<file path="src/rtl/count8_down_if.sv">
// Control/status bundle for the loadable 3-bit down-counter.
// The master drives load/count controls; the slave reports count state.
interface count8_down_if;
    logic       load;
    logic [2:0] din;
    logic       en;
    logic       auto;
    logic [2:0] cnt8;
    logic       zero;
    logic       tc;
    logic       busy;

    modport master (
        output load, din, en, auto,
        input  cnt8, zero, tc, busy
    );

    modport slave (
        input  load, din, en, auto,
        output cnt8, zero, tc, busy
    );
endinterface

</file>
<file path="src/rtl/count8_down.sv">
// Loadable 3-bit down-counter with terminal-count pulse.
// Auto mode reloads on expiry; one-shot mode drops back to IDLE.
module count8_down #(
    parameter logic [2:0] RELOAD_DEFAULT = 3'd7
) (
    input  logic         clk,
    input  logic         rst,
    count8_down_if.slave bus
);
    typedef enum logic {IDLE, RUN} state_t;

    state_t     state_q;
    logic [2:0] cnt_q;
    logic [2:0] reload_q;
    logic       tc_q;
    logic [2:0] cnt_dec_d;

    assign cnt_dec_d = cnt_q - 3'd1;

    always_ff @(posedge clk) begin
        if (rst) begin
            state_q  <= IDLE;
            cnt_q    <= 3'd0;
            reload_q <= RELOAD_DEFAULT;
            tc_q     <= 1'b0;
        end else if (bus.load) begin
            state_q  <= RUN;
            cnt_q    <= bus.din;
            reload_q <= bus.din;
            tc_q     <= 1'b0;
        end else begin
            tc_q <= 1'b0;
            unique case (state_q)
                IDLE: begin
                    state_q <= IDLE;
                end
                RUN: begin
                    if (bus.en) begin
                        if (cnt_q != 3'd0) begin
                            cnt_q <= cnt_dec_d;
                        end else begin
                            // expiry: auto only matters on this edge
                            tc_q <= 1'b1;
                            if (bus.auto) begin
                                cnt_q <= reload_q;
                            end else begin
                                state_q <= IDLE;
                            end
                        end
                    end
                end
                default: begin
                    state_q <= IDLE;
                end
            endcase
        end
    end

    assign bus.cnt8 = cnt_q;
    assign bus.zero = (cnt_q == 3'd0);
    assign bus.tc   = tc_q;
    assign bus.busy = (state_q == RUN);
endmodule

</file>
<file path="src/flat_wrapper.sv">
// flat-port wrapper written by rule: the top's interface ports become plain ports
module count8_down_flat 
#(
    parameter logic [2:0] RELOAD_DEFAULT = 3'd7
)
  (clk, rst, bus_load, bus_din, bus_en, bus_auto, bus_cnt8, bus_zero, bus_tc, bus_busy);
  count8_down_if bus_i ();
  input  logic clk;
  input  logic rst;
  input wire logic [$bits(bus_i.load)-1:0] bus_load;
  input wire logic [$bits(bus_i.din)-1:0] bus_din;
  input wire logic [$bits(bus_i.en)-1:0] bus_en;
  input wire logic [$bits(bus_i.auto)-1:0] bus_auto;
  output wire logic [$bits(bus_i.cnt8)-1:0] bus_cnt8;
  output wire logic [$bits(bus_i.zero)-1:0] bus_zero;
  output wire logic [$bits(bus_i.tc)-1:0] bus_tc;
  output wire logic [$bits(bus_i.busy)-1:0] bus_busy;
  assign bus_i.load = bus_load;
  assign bus_i.din = bus_din;
  assign bus_i.en = bus_en;
  assign bus_i.auto = bus_auto;
  assign bus_cnt8 = bus_i.cnt8;
  assign bus_zero = bus_i.zero;
  assign bus_tc = bus_i.tc;
  assign bus_busy = bus_i.busy;
  count8_down #(.RELOAD_DEFAULT(RELOAD_DEFAULT)) u_core (.clk(clk), .rst(rst), .bus(bus_i));
endmodule
</file>
<file path="config.mk">
export PLATFORM = sky130hd
export DESIGN_NAME = count8_down_flat
export DESIGN_NICKNAME = d
export VERILOG_FILES = /design/src/rtl/count8_down_if.sv /design/src/rtl/count8_down.sv /design/src/flat_wrapper.sv
export SDC_FILE = /design/constraint.sdc
export NUM_CORES = 1
export LEC_CHECK = 0
export CORE_AREA = 2 2 39 41
export DETAILED_ROUTE_END_ITERATION = 12
export DIE_AREA = 0 0 41 43
export GPL_TIMING_DRIVEN = 0
export HOLD_SLACK_MARGIN = 0.1
export PLACE_DENSITY_LB_ADDON = 0.25
export SLEW_MARGIN = 0
export SYNTH_ARGS = -nofsm -noshare
export SYNTH_HDL_FRONTEND = slang
export SYNTH_SLANG_ARGS = --single-unit
</file>
<file path="constraint.sdc">
create_clock -name clk -period 2.05 [get_ports clk]
set_input_delay 0.41 -clock clk [delete_from_list [all_inputs] [get_ports clk]]
set_output_delay 0.41 -clock clk [all_outputs]
set_load 0.03 [all_outputs]
</file>
Word level (Yosys, flattened, before mapping)
Index checks and enable logic that the tools add are counted.
{"block": "classes", "reduce_logical": 7, "muxes": 11, "n_addsub": 1, "n_bitwise": 2}
{"cell": "3-bit 2-to-1 mux", "n": 5}
{"cell": "3-bit nonzero test", "n": 2}
{"cell": "1-bit 2-to-1 mux", "n": 5}
{"cell": "2-bit nonzero test", "n": 2}
{"cell": "4-bit OR reduction", "n": 1}
{"cell": "3-bit zero test", "n": 1}
{"cell": "3-bit AND reduction", "n": 1}
{"cell": "3-bit by 1-bit subtractor with 3-bit output, second input constant", "n": 1}
{"cell": "1-bit NOT", "n": 2}
{"cell": "1-bit one-hot mux with 2 select lines", "n": 1}
{"block": "totals", "wordCells": 25, "regBits": 8, "inputBits": 8, "output_inout_bits": 6}

Logic depth before layout (Yosys ltp)
{"block": "logic_depth", "depth_word": 5, "mapped_depth": 5, "mapped_depth_nobuf": 5}

Worst setup path before layout
No wires, ideal clock.
{"block": "synth_timing", "path_type": "register to register", "from": "register u_core.cnt_q[0] (netlist: u_core.bus.cnt8[0])", "to": "register u_core.cnt_q[2] (netlist: u_core.bus.cnt8[2])", "synth_period_minus_slack_ns": 1.766, "path_slack_ns": 0.284, "path_buffers": 0, "t_arrival_ns": 1.635, "stages_incl_launch_ff": 6, "t_required_ns": 1.919, "setup_ns": 0.131, "cell_sequence": "dfxtp_1 inv_1 ha_1 mux2_1 a2111oi_0 nor3_1"}
{"block": "synth_via", "elab_chain_len": 5, "elab_cells_between_ends": 8, "classes_between": "1 x add/sub; 4 x mux; 3 x reduce/logical"}
{"element": "start: declaration", "line": "count8_down.sv:13", "rtl": "logic [2:0] cnt_q;"}
{"element": "start signal: assignment", "line": "count8_down.sv:28", "rtl": "cnt_q <= bus.din;"}
{"element": "start signal: assignment", "line": "count8_down.sv:40", "rtl": "cnt_q <= cnt_dec_d;"}
{"element": "start signal: assignment", "line": "count8_down.sv:45", "rtl": "cnt_q <= reload_q;"}
{"element": "3-bit by 1-bit subtractor with 3-bit output or 3-bit nonzero test (tied branches)", "line": "count8_down.sv:18, count8_down.sv:39"}
{"element": "3-bit 2-to-1 mux", "line": "count8_down.sv:39", "rtl": "if (cnt_q != 3'd0) begin"}
{"element": "3-bit 2-to-1 mux", "line": "count8_down.sv:38", "rtl": "if (bus.en) begin"}
{"element": "3-bit 2-to-1 mux", "line": "count8_down.sv:33", "rtl": "unique case (state_q)"}
{"element": "3-bit 2-to-1 mux", "line": "count8_down.sv:26", "rtl": "end else if (bus.load) begin"}
Several ways; a longest one is shown, not always the timed one. The select of a mux whose other input is x is not followed.
A chain may end at the register's enable or synchronous reset.

Worst setup path in the final report
{"block": "layout_timing", "from": "register u_core.cnt_q[2] (netlist: u_core.bus.cnt8[2])", "to": "output port bus_cnt8[2]"}
{"element": "end: declaration", "line": "flat_wrapper.sv:14", "rtl": "output wire logic [$bits(bus_i.cnt8)-1:0] bus_cnt8;"}
No word-level cell between the ends.

==> flow_summary.toml <==
[status]
outcome = "completed"

[die]
die-area_um2 = 1763
rows = 14
die_x_um = 41
die_y_um = 43
start_util_pct = 32.10
coreArea_um2 = 1384
ioPinCount = 14

[logic_synthesis]
synth-edff-count = 0
ys_ff_latch = 8
ys_warn_count = 0
syn-cell-area_um2 = 444.2
synth_seq_area_share_pct = 36.06
synth.distinct_cells = 23
syn_area_per_cell_um2 = 8.884
syn_inst = 50
synth_flop_cell = "dfxtp_1"
async_flop_share_pct = 0
syn_nets = 60

[power_and_ir_drop]
intPower_mw = 0.2862
peakVddDrop_mv = 0.3965
pwr-share-comb_pct = 26.8
p_total_mw = 0.4162
clock_power_share_pct = 30.8
p_sw_mw = 0.1301
seqPwrFrac_pct = 42.5
swShare_pct = 31.25
leakage_nw = 0.2350
powerDensity_nw_per_um2 = 691.6

[cts]
clk_path_buf_depth = 2
cts.clk_slew.worst_paths_ns = 0.06
cts_htree_levels = 1
cts_tree = "done"
clock_latency_ns = 0.26
cts_setup_buffers = 0
cts-root-buf = "clkbuf_4"
cts_sinks = 8
cts_buffers = 3
hold_buffers = 0

[global_route]
antenna_found_initial = 0
grt-ovfl-total = 0
grt_pass1_wl_um = 1566
track_usage_pct = 13.61
grt_pass1_vias = 371
grt_max_degree = 11

[setup_path]
crit_slowest_cell = "clkdlybuf4s50_1"
cp_top_family = "buffers and inverters"
critical_path.max_stage_delay_ns = 0.72
arrival_ns = 1.46
crit_buf_inv = 1
worstSetupStartpoint = "u_core.bus.cnt8[2]"
end_kind = "primary output"
worst_ep_required_time_ns = 1.64
critPathKind = "reg2out"
crit_fanout = 10
path_cells = "clkdlybuf4s50_1"
cp-start-kind = "flip-flop"
r2r-start = "u_core.bus.cnt8[0]"

[route]
wire_per_inst_um = 12.07
drt_iter0_markers = 8
drt_wl_total_um = 978
ant_nets = 0
post-route-drc-count = 0
via_per_inst = 5.370
first_pass_iters = 4
vias = 435

[layout]
num-nets-final = 77
final_cell_mix = "clkdlybuf4s50_1, dfxtp_1, inv_1"
n_fill_cell = 136
drive_gt1_share_pct = 6.154
area_growth_pct = 35.49
n_antenna_cell = 0
layout_commonest_cell = "clkdlybuf4s50_1"

[sta]
fin_crit_sh_pct = 91.17
hold_viol = 0
skew_ns = 0.006277
hold_ws_ns = 0.5097
slew_headroom_pct = 72.90
min_period_ns = 1.869
timing.fmax_mhz = 535.0
setup_viol_count_final = 0
rsz0062_at_grt = "false"
fin_setup_tns_ns = 0
tightest_slew_ns = 0.3963
drv_slew = 0

[hold_path]
hp-class = "in2reg"
min_from = "rst"

[place]
portBuffers = 12
post-dp-hpwl_um = 701.9
gp_congestion = 0.8107

[flow_run]
drv_cap = 0
==> stage by stage <==
stage	instances	worst slack, ns	util [%]	instance area (um2)
2_1_floorplan	50	0.2838	-	444.2
3_3_place_gp	78	0.1143	42.22	584.3
3_5_place_dp	78	0.09685	42.22	584.3
4_1_cts	81	0.09071	43.76	605.6
5_1_grt	81	0.1271	43.49	601.8
6_report	81	0.1809	43.49	601.8
==> cell families (layout without fill, tap and decap cells) <==
group	after synthesis	in the layout	share of synthesized area, %
AO/OA/AOI/OAI	16	16	27.33
multiplexers	1	1	2.535
adder cells (fa/ha/maj)	2	2	5.633
AND/OR/NAND/NOR	14	14	20.84
flip-flops	8	8	36.06
buffers and inverters	9	24	7.605
==> routing by layer <==
metal / global-route usage, % / wire length [um] / up-vias
li1: - / - / 215
met1: 18.57 / 457 / 208
met2: 16.88 / 453 / 8
met3: 3.141 / 25 / 4
met4: 12.00 / 42 / 0
met5: 0 / 0 / -
==> sequential cells by signal, indices dropped and copies added, names as in the netlist <==
register         flops
u_core.bus.cnt8      3
u_core.reload_q      3
u_core.bus.busy      1
u_core.bus.tc        1
==> power groups by stage <==
stage          clock network, mW  logic (mW)  registers (mW)
6_report                   0.128       0.111           0.177
5_1_grt                    0.137       0.121           0.179
4_1_cts                    0.128       0.112           0.177
3_5_place_dp                   0       0.114           0.180
3_3_place_gp                   0       0.114           0.180
2_1_floorplan                  0      0.0570           0.192
==> final timing paths <==
| path | cells after the start | slack [ns] | end |
|---|---|---|---|
| hold reg to reg | 2 | 0.57 | u_core.reload_q[2] |
| hold / removal | 2 | 0.51 | u_core.bus.busy |
| setup / recovery | 1 | 0.18 | bus_cnt8[2] |
| setup reg to reg | 5 | 0.40 | u_core.bus.cnt8[2] |
==> cells in the mapped netlist (2+ instances only) <==
cell type  n  area, um2
ha_1       2      25.02
nor3b_1    3      22.52
a21oi_1    3      15.01
a2111oi_0  3      26.28
dfxtp_1    8      160.2
a211o_1    3      26.28
a31oi_1    2      12.51
inv_1      7      26.28
o31a_1     2      17.52
nor2b_1    4      25.02
==> area by class of cell <==
class                           instances  area (um2)  area share, %
Multi-Input combinational cell         33       250.2          41.58
Buffer                                  2       7.507          1.247
Tap cell                               16       20.02          3.326
Timing Repair Buffer                   12       115.1          19.13
Inverter                                7       26.28          4.366
Clock buffer                            3       22.52          3.742
Sequential cell                         8       160.2          26.61
==> what timing repair did <==
| action | 4_1_cts | 5_1_grt |
|---|---|---|
| gates cloned | 0 | 0 |
| gates resized for setup | 1 | 2 |
| endpoints found under the setup margin | 1 | 1 |
(Power assumes the default switching activity.)
